### src/rtl/frame_streamer.sv
// Streams NUM_LEDS pixels from RAM, scaled by a per-frame brightness, then holds a strip latch gap.
// Latency: frame_start edge -> mem_rd +1 cycle, pixel_valid +3; handshake -> next pixel_valid +3.
// Backpressure: pixel_data is held stable while pixel_valid && !pixel_ready; the RAM is read only on demand.
module frame_streamer #(
   parameter int NUM_LEDS     = 60,
   parameter int LATCH_CYCLES = 3000
) (
   input  logic        clock,
   input  logic        reset,
   input  logic        frame_start,
   input  logic [7:0]  brightness,
   output logic [7:0]  mem_addr,
   output logic        mem_rd,
   input  logic [23:0] mem_data,
   output logic [23:0] pixel_data,
   output logic        pixel_valid,
   input  logic        pixel_ready,
   output logic        strip_latch,
   output logic        busy,
   output logic        frame_done,
   output logic [7:0]  overrun_count
);

   localparam int              CW         = (LATCH_CYCLES > 1) ? $clog2(LATCH_CYCLES) : 1;
   localparam logic [7:0]      LAST_IDX   = 8'(NUM_LEDS - 1);
   localparam logic [CW-1:0]   LATCH_LOAD = CW'(LATCH_CYCLES - 1);

   typedef enum logic [2:0] {IDLE, READ, LOAD, PRESENT, LATCH} state_t;

   state_t          state;
   logic [7:0]      index;
   logic [7:0]      bright_q;
   logic            fs_q;
   logic [CW-1:0]   latch_cnt;
   logic            fs_edge;

   assign fs_edge  = frame_start & ~fs_q;
   assign mem_addr = index;

   // One colour channel scaled by (bright+1)/256; 255 passes the value through unchanged.
   function automatic logic [7:0] scale(input logic [7:0] c, input logic [7:0] b);
      logic [16:0] prod;
      prod = {9'd0, c} * ({9'd0, b} + 17'd1);
      prod = prod >> 8;
      return prod[7:0];
   endfunction

   // Frame sequencer: fetch, scale and present each pixel, then run the latch gap.
   // frame_done is raised in the last LATCH cycle so an edge landing on it is still seen as busy.
   always_ff @(posedge clock or negedge reset) begin
      if (!reset) begin
         state         <= IDLE;
         index         <= 8'd0;
         bright_q      <= 8'd0;
         fs_q          <= 1'b0;
         latch_cnt     <= '0;
         mem_rd        <= 1'b0;
         pixel_data    <= 24'd0;
         pixel_valid   <= 1'b0;
         strip_latch   <= 1'b0;
         busy          <= 1'b0;
         frame_done    <= 1'b0;
         overrun_count <= 8'd0;
      end else begin
         fs_q       <= frame_start;
         frame_done <= 1'b0;
         if (fs_edge && state != IDLE && overrun_count != 8'hFF)
            overrun_count <= overrun_count + 8'd1;
         case (state)
            IDLE: begin
               if (fs_edge) begin
                  index    <= 8'd0;
                  bright_q <= brightness;
                  mem_rd   <= 1'b1;
                  busy     <= 1'b1;
                  state    <= READ;
               end
            end
            READ: begin
               mem_rd <= 1'b0;
               state  <= LOAD;
            end
            LOAD: begin
               pixel_data  <= {scale(mem_data[23:16], bright_q),
                               scale(mem_data[15:8],  bright_q),
                               scale(mem_data[7:0],   bright_q)};
               pixel_valid <= 1'b1;
               state       <= PRESENT;
            end
            PRESENT: begin
               if (pixel_valid && pixel_ready) begin
                  pixel_valid <= 1'b0;
                  if (index == LAST_IDX) begin
                     latch_cnt   <= LATCH_LOAD;
                     strip_latch <= 1'b1;
                     frame_done  <= (LATCH_CYCLES == 1);
                     state       <= LATCH;
                  end else begin
                     index  <= index + 8'd1;
                     mem_rd <= 1'b1;
                     state  <= READ;
                  end
               end
            end
            LATCH: begin
               if (latch_cnt == '0) begin
                  strip_latch <= 1'b0;
                  busy        <= 1'b0;
                  state       <= IDLE;
               end else begin
                  latch_cnt  <= latch_cnt - CW'(1);
                  frame_done <= (latch_cnt == CW'(1));
               end
            end
            default: state <= IDLE;
         endcase
      end
   end

endmodule

### config.mk
export PLATFORM = sky130hd
export DESIGN_NAME = frame_streamer
export DESIGN_NICKNAME = d
export VERILOG_FILES = /design/src/rtl/frame_streamer.sv
export SDC_FILE = /design/constraint.sdc
export NUM_CORES = 1
export LEC_CHECK = 0
export CORE_ASPECT_RATIO = 0.7
export CORE_MARGIN = 2
export CORE_UTILIZATION = 55
export CTS_CLUSTER_SIZE = 14
export DETAILED_ROUTE_END_ITERATION = 8
export MAX_ROUTING_LAYER = met4
export PLACE_DENSITY = 0.77
export SLEW_MARGIN = 10
export SYNTH_ARGS = -nofsm -noshare
export SYNTH_HDL_FRONTEND = slang
export SYNTH_SLANG_ARGS = --single-unit
### constraint.sdc
create_clock -name clock -period 8.8 [get_ports clock]
set_clock_uncertainty 0.1 [all_clocks]
set_input_delay 2.2 -clock clock [delete_from_list [all_inputs] [get_ports clock]]
set_output_delay 2.2 -clock clock [all_outputs]
set_load 0.02 [all_outputs]
==> results.md, run 1 <==
* HP Class: register to register
* DRT antenna net count at 0
* Number of enable flip-flop cells after synthesis at 0
* Top Ports at 81
* DRT Wirelength at 20190 µm
* GRT overflow at 0
* Worst Path Required at 8910 ps
* Initial antenna violation count at 0
* Synth Instances at between 1000 and 1500
* Vias in the first global route at 7058
* Period utilisation layout at 76.76%
* CTS resizes at 0
* Post-Syn Area at 0.009246 mm²
* Total power at 3.814 mW
* IO buf count at 80
* Yosys top cell by area: fa_1
* Yosys reg bits at 69
* Startpoint Class: input port
* Rel. slew slack at 40.80%
* CTS buffer count at 9
* Max Cap Viol at 0
* Placed wire-length estimate at 15430 µm
* DRT Pass-1 Iters at 4
* Chip Width at approximately 160 µm
* Clock root buffer: clkbuf_16
* Netlist cell types at 60
* First-pass GRT wire length at 35740 µm
* Clock Latency Late Sink at 340 ps
* Fmax at 0.1480 GHz
* Tmin final at 6755 ps
* Unrepaired setup endpoints after global routing: false
* Final hold vios at 0
* Routed vias at 6863
* Avg Vias per Cell at ~5.2
* Clk pin slew, worst setup/hold paths at 60 ps
* Post-synthesis sequential area ratio at 18.67%
* CP Capture Type: register
* Finished Layout Cells at about 1300
* Area grow syn2layout at 14.98%
* Ys async rst share at 100.0%
* # rows at 39
* Top cell type's share of synthesized area at 25.98%
* H-tree depth at 3
* Initial DRC count at 447
* Post-CTS setup-driven buffer insertion count at 0
* Layout cells sized above 1 at 4.055%
* GRT Overall Usage at ~26%
* TNS Setup at 0 ps
* Sw Ratio at about half
* Die Height at 112.5 µm
* Most common cell in the netlist: inv_1
* Least-Margin Pin Slew at 881.6 ps
* Placed Cells at 1294
* Clk sinks at 69
* Psw at around 1.9 mW
* Gpl congestion at 0.8443
* CTS tree: built
* Wire per inst at 15.41 µm
* Status: complete, no violations
* Top cells by instance count after synthesis: 157 x inv_1, 142 x and2_1, 128 x nand2_1
* Worst EP arrival at 6870 ps
* Max Buffers Root-to-Sink at 2
* Hold buffer count at cts at 0
* Filler cell count in the final layout at 1390
* Final setup viols at 0
* Fin. max-slew vios at 0
* Internal at around 2 mW
* Final nets at 1337
* Post-synth top flop: dfrtp_1
* Leak at 5.262 nW
* Pwr dens at about 360 mW/mm²
* Post-Syn Nets at ~1300
* Synth Warn # at 0
* Part of the power in combinational logic at between 70% and 80%
* CORE AREA at 0.01640 mm²
* CP Class: input port to register
* Initial Util at 56.39%
* Sequential power share at 13.1%
* Clock Power Share at a little over a tenth
* Top area cells in the synthesized netlist: fa_1 26%, dfrtp_1 19%, ha_1 14%
* DRC at 0
* Die area at 0.01788 mm²
* ANT cells at 0
* Post-Syn Area per Cell at 9.182 µm²
* CP max FO at 9
* Pin count of the biggest net entering global routing at 70
* Peak supply drop at ~0.34 mV
## cells in the final DEF, fill, tap and decap left out, types with 3 or more instances in the layout
| cell | count |
|---|---|
| a21oi_1 | 17 |
| xor2_1 | 15 |
| nor2_1 | 27 |
| or3_1 | 4 |
| and3_1 | 9 |
| o31ai_1 | 4 |
| nor3_1 | 6 |
| nand2b_1 | 5 |
| and2_1 | 142 |
| o21ai_1 | 6 |
| a211oi_1 | 3 |
| clkdlybuf4s50_1 | 79 |
| xnor2_1 | 42 |
| dfrtp_1 | 69 |
| bufinv_16 | 3 |
| fa_1 | 120 |
| nor2b_1 | 19 |
| nand2_1 | 128 |
| clkbuf_16 | 9 |
| o21ai_0 | 26 |
| o21a_1 | 5 |
| inv_1 | 157 |
| ha_1 | 101 |
| o21bai_1 | 4 |
| nand4b_1 | 3 |
| nand3_1 | 23 |
| buf_4 | 11 |
## per-layer routing
layer  routed length, µm  vias up  track usage (%)
met5                   0        -                -
met1               10020     3375            37.68
met2                8647      180            37.38
met4                 113        0            3.394
met3                1405        9            5.322
li1                    -     3299                -
## stage by stage
step	util (%)	cell area [µm²]	hold WS (ps)	worst slack [ps]
final	64.84	10630	381.5	2045
after global routing	64.84	10630	413.5	1758
after CTS	64.84	10630	387.0	2059
after detailed placement	62.76	10290	374.2	1711
after global placement	62.76	10290	365.1	1764
after floorplan	-	9246	388.4	2309
## power by group through the flow
stage          clock network [mW]  logic, mW  registers [mW]
2_1_floorplan                   0       2.06           0.579
3_3_place_gp                    0       2.83           0.501
3_5_place_dp                    0       2.88           0.499
4_1_cts                     0.429       2.92           0.499
5_1_grt                     0.445       3.38           0.513
6_report                    0.421       2.89           0.498
## critical path, cell delays in order
cell,delay (ps)
clkdlybuf4s50_1,550
and2_1,230
fa_1,500
fa_1,510
fa_1,540
inv_1,50
fa_1,520
inv_1,40
ha_1,360
a21o_1,230
o21bai_1,160
a211oi_1,230
nor2_1,90
o31ai_1,330
mux2i_1,230
nand3_1,80
## logic make-up after synthesis
kind of cell             synth area share [%]
XOR/XNOR                                5.399
AND/OR/NAND/NOR                         22.15
multiplexers                           0.3518
buffers and inverters                   7.632
adder cells (fa/ha/maj)                 39.65
AO/OA/AOI/OAI                           6.143
flip-flops                              18.67
## worst paths after layout
path / end / slack [ps] / startpoint / depth (start not counted)
min in group asynchronous: mem_addr[5] / 1970 / reset / 2
worst min-delay path: pixel_data[14] / 380 / pixel_data[14] / 2
worst max register to register: pixel_data[7] / 2700 / bright_q[0] / 21
max in group asynchronous: pixel_data[10] / 6050 / reset / 2
worst min register to register: pixel_data[14] / 380 / pixel_data[14] / 2
worst max-delay path: pixel_data[23] / 2050 / mem_data[23] / 16
## layout make-up
| type | instances | area [µm²] | area share, % |
|---|---|---|---|
| multi-input cells | 752 | 6814 | 64.09 |
| flip-flops and latches | 69 | 1727 | 16.24 |
| repair buffers | 91 | 878.3 | 8.262 |
| inverters | 157 | 589.3 | 5.543 |
| well taps | 225 | 281.5 | 2.648 |
| clock buffers | 12 | 246.5 | 2.318 |
| clock inverters | 4 | 95.09 | 0.8944 |
## flip-flops by register name, summed over array words and instances (netlist names)
register and count:
bright_q 8, busy 1, frame_done 1, fs_q 1, latch_cnt 12, mem_addr 8
mem_rd 1, overrun_count 8, pixel_data 24, pixel_valid 1, state 3, strip_latch 1
No activity file was read; power rests on OpenSTA's default activity.
==> run 2, diff against run 1 <==
PLACE_DENSITY = 0.8   (was 0.77)
clock period = 5.75 ns   (was 8.8 ns; I/O delays follow)
==> results.md, run 2 (synthesis gave the netlist of run 1 again) <==
* Period utilisation layout at between 90% and 100%
* Hold Path Depth at 2 (unchanged)
* Area grow syn2layout at 21.85%
* Peak supply drop at 0.6833 mV (+100%)
* Top reg by flops: pixel_data
* Placed wire-length estimate at 17100 µm (+11%)
* Initial DRC count at 401 (-10%)
* DRT Pass-1 Iters at 5 (+1)
* Sw Ratio at 46.40% (-2.6 points)
* Routed vias at 7210 (+5.1%)
* Crit Reg-Reg Endpoint: pixel_data[23]
* Final setup viols at 0 (unchanged)
* # rows at 39 (unchanged)
* CP Class: input port to register
* IO buf count at 80 (unchanged)
* Cell Chain, Critical Path: clkdlybuf4s50_1, and2_4, fa_1, fa_1, fa_1, inv_1, fa_1, inv_1, ha_4, a21o_1, o21bai_1, a211oi_2, nor2_1, o31ai_2, mux2i_1, nand3_1
* Delay-heaviest family, CP: adder cells
* Clk sinks at 69 (unchanged)
* GRT Overall Usage at 26.66% (+1.1 points)
* Least-Margin Pin Slew at 888.1 ps (+6.478 ps)
* Slowest stage delay, CP at 540 ps (about the same)
* Layout cells sized above 1 at 11.46% (+7.4 points)
* Hold buffer count at cts at 0 (unchanged)
* Die area at 0.01788 mm² (unchanged)
* DRT antenna net count at 0 (unchanged)
* DRC at 0 (unchanged)
* Worst Hold End: busy
* Commonest non-fill, non-tap cells in the layout: 157 x inv_1, 139 x and2_1, 128 x nand2_1
* Sequential power share at 11.7% (-1.4 points)
* Pwr dens at 583.5 mW/mm² (+63%)
* Final hold vios at 0 (unchanged)
* Part of the power in combinational logic at 78.5% (+2.6 points)
* Vias in the first global route at 7444 (+5.5%)
* HP Class: register to register
* Status: complete, no violations
* Hold WS at 386.9 ps (+5.413 ps)
* CP Capture Type: register
* Pre-CTS WS at -589.9 ps (-2300 ps)
* Finished Layout Cells at 1377 (+5.1%)
* Tmin final at 5633 ps
* Chip Width at 159.0 µm (unchanged)
* Leak at 5.730 nW (+8.9%)
* Max reg flops at 24 (unchanged)
* H-tree depth at 3 (unchanged)
* First-pass GRT wire length at 37410 µm (+4.7%)
* Clk pin slew, worst setup/hold paths at 60 ps (about the same)
* Clock root buffer: clkbuf_16
* GRT met1 Usage at 38.52% (+0.84 points)
* Rel. slew slack at 40.79% (about the same)
* Max Buffers Root-to-Sink at 2 (unchanged)
* Register-to-Register Path Depth at 20 (-4.8%)
* Clock Latency Late Sink at 330 ps (about the same)
* Pin count of the biggest net entering global routing at 70 (unchanged)
* Buffers and inverters on the worst path at 3 (unchanged)
* ANT cells at 0 (unchanged)
* Hold Path Origin: busy
* Top Ports at 81 (unchanged)
* Fin. max-slew vios at 0 (unchanged)
* Placed Cells at 1360 (+5.1%)
* Worst Path Required at 5850 ps (-3060 ps)
* M3 GR Usage at 5.913% (+0.59 points)
* Gpl congestion at 0.8815 (+4.4%)
* Final WS setup at 116.8 ps (-1928 ps)
* Max Cap Viol at 0 (unchanged)
* Worst r2r src: bright_q[1]
* CTS tree: built
* CORE AREA at 0.01640 mm² (unchanged)
* Die Height at 112.5 µm (unchanged)
* Reg2reg setup slack at 290 ps (-2410 ps)
* Layer carrying the most global-route usage: met2
* Filler cell count in the final layout at 1273 (-8.4%)
* DRT Wirelength at 21540 µm (+6.7%)
* CP max FO at 3 (-6)
* Slowest cell on crit path: fa_1
* TNS Setup at 0 ps (unchanged)
* Fmax at ~0.18 GHz
* Wire per inst at 15.64 µm (+1.5%)
* Total power at 6.575 mW (+72%)
* CTS buffer count at 9 (unchanged)
* Most numerous cell on the critical path: fa_1
* Startpoint Class: input port
* Internal at 3.524 mW (+81%)
* GR Util met2 at 39.16% (+1.8 points)
* Initial Util at 56.39% (unchanged)
* Psw at 3.051 mW (+63%)
* Regs by FF count: pixel_data: 24 flops, latch_cnt: 12 flops
* Worst EP arrival at 5740 ps (-1130 ps)
* Final nets at 1404 (+5.0%)
* Commonest non-fill, non-tap cell in the layout: inv_1
* Avg Vias per Cell at 5.236 (about the same)
* GRT overflow at 0 (unchanged)
* Initial antenna violation count at 0 (unchanged)
* Clock Power Share at 9.8% (-1.2 points)
==> run 2: cell types whose count changed in the layout (fill, tap and decap cells not counted), moves of 5 or more <==
| cell | change |
|---|---|
| clkdlybuf4s50_1 | -17 |
| dlygate4sd2_1 | +5 |
| dlymetal6s2s_1 | +10 |
| buf_4 | +64 |
| fa_1 | -5 |
| fa_2 | +5 |
==> run 2: repair_timing <==
action,in CTS,in global routing
gates cloned,0,0
buffers inserted,0,1
endpoints found under the setup margin,7,13
pin swaps,8,10
gates resized for setup,12,28
==> run 2: final cells by class <==
type	count	area [µm²]	share of cell area (%)
sequential	69	1727	15.32
multi-input combinational	752	6900	61.24
tap	225	281.5	2.499
clock inverter	5	107.6	0.9550
clock buffer	11	242.7	2.154
inverter	157	589.3	5.230
timing repair buffer	158	1419	12.59
==> run 2: worst max-delay path by stage <==
stage	startpoint	endpoint	slack [ps]	cells past startpoint
6_report	mem_data[22]	pixel_data[23]	120	16
5_1_grt	mem_data[22]	pixel_data[23]	-10	17
4_1_cts	mem_data[11]	pixel_data[15]	20	16
3_5_place_dp	mem_data[20]	pixel_data[23]	-590	16
3_3_place_gp	mem_data[19]	pixel_data[23]	-480	16
2_1_floorplan	mem_data[22]	pixel_data[23]	20	16
==> run 2: routing by layer <==
metal	wire (µm)	vias to the layer above
met3	1256	20
met1	10420	3593
met4	208	0
li1	-	3432
met2	9663	165
met5	0	-
==> run 2: per-stage QoR <==
step	util [%]	instance area (µm²)
detailed placement	65.93	10810
floorplan	-	9246
global route	68.72	11270
finish	68.72	11270
CTS	68.15	11170
global placement	65.93	10810
==> run 2: power by group through the flow <==
| stage | logic, mW | clock network (mW) | registers [mW] |
|---|---|---|---|
| after floorplan | 3.15 | 0 | 0.886 |
| final | 5.16 | 0.645 | 0.767 |
| after global routing | 5.93 | 0.682 | 0.788 |
| after detailed placement | 5.08 | 0 | 0.767 |
| after global placement | 4.91 | 0 | 0.767 |
| after CTS | 5.15 | 0.656 | 0.764 |
==> run 2: tightest hold or removal path: stages, from the launching register on <==
cell     delay (ps)
dfrtp_1         350
nand2_1          50
nand2_1          60
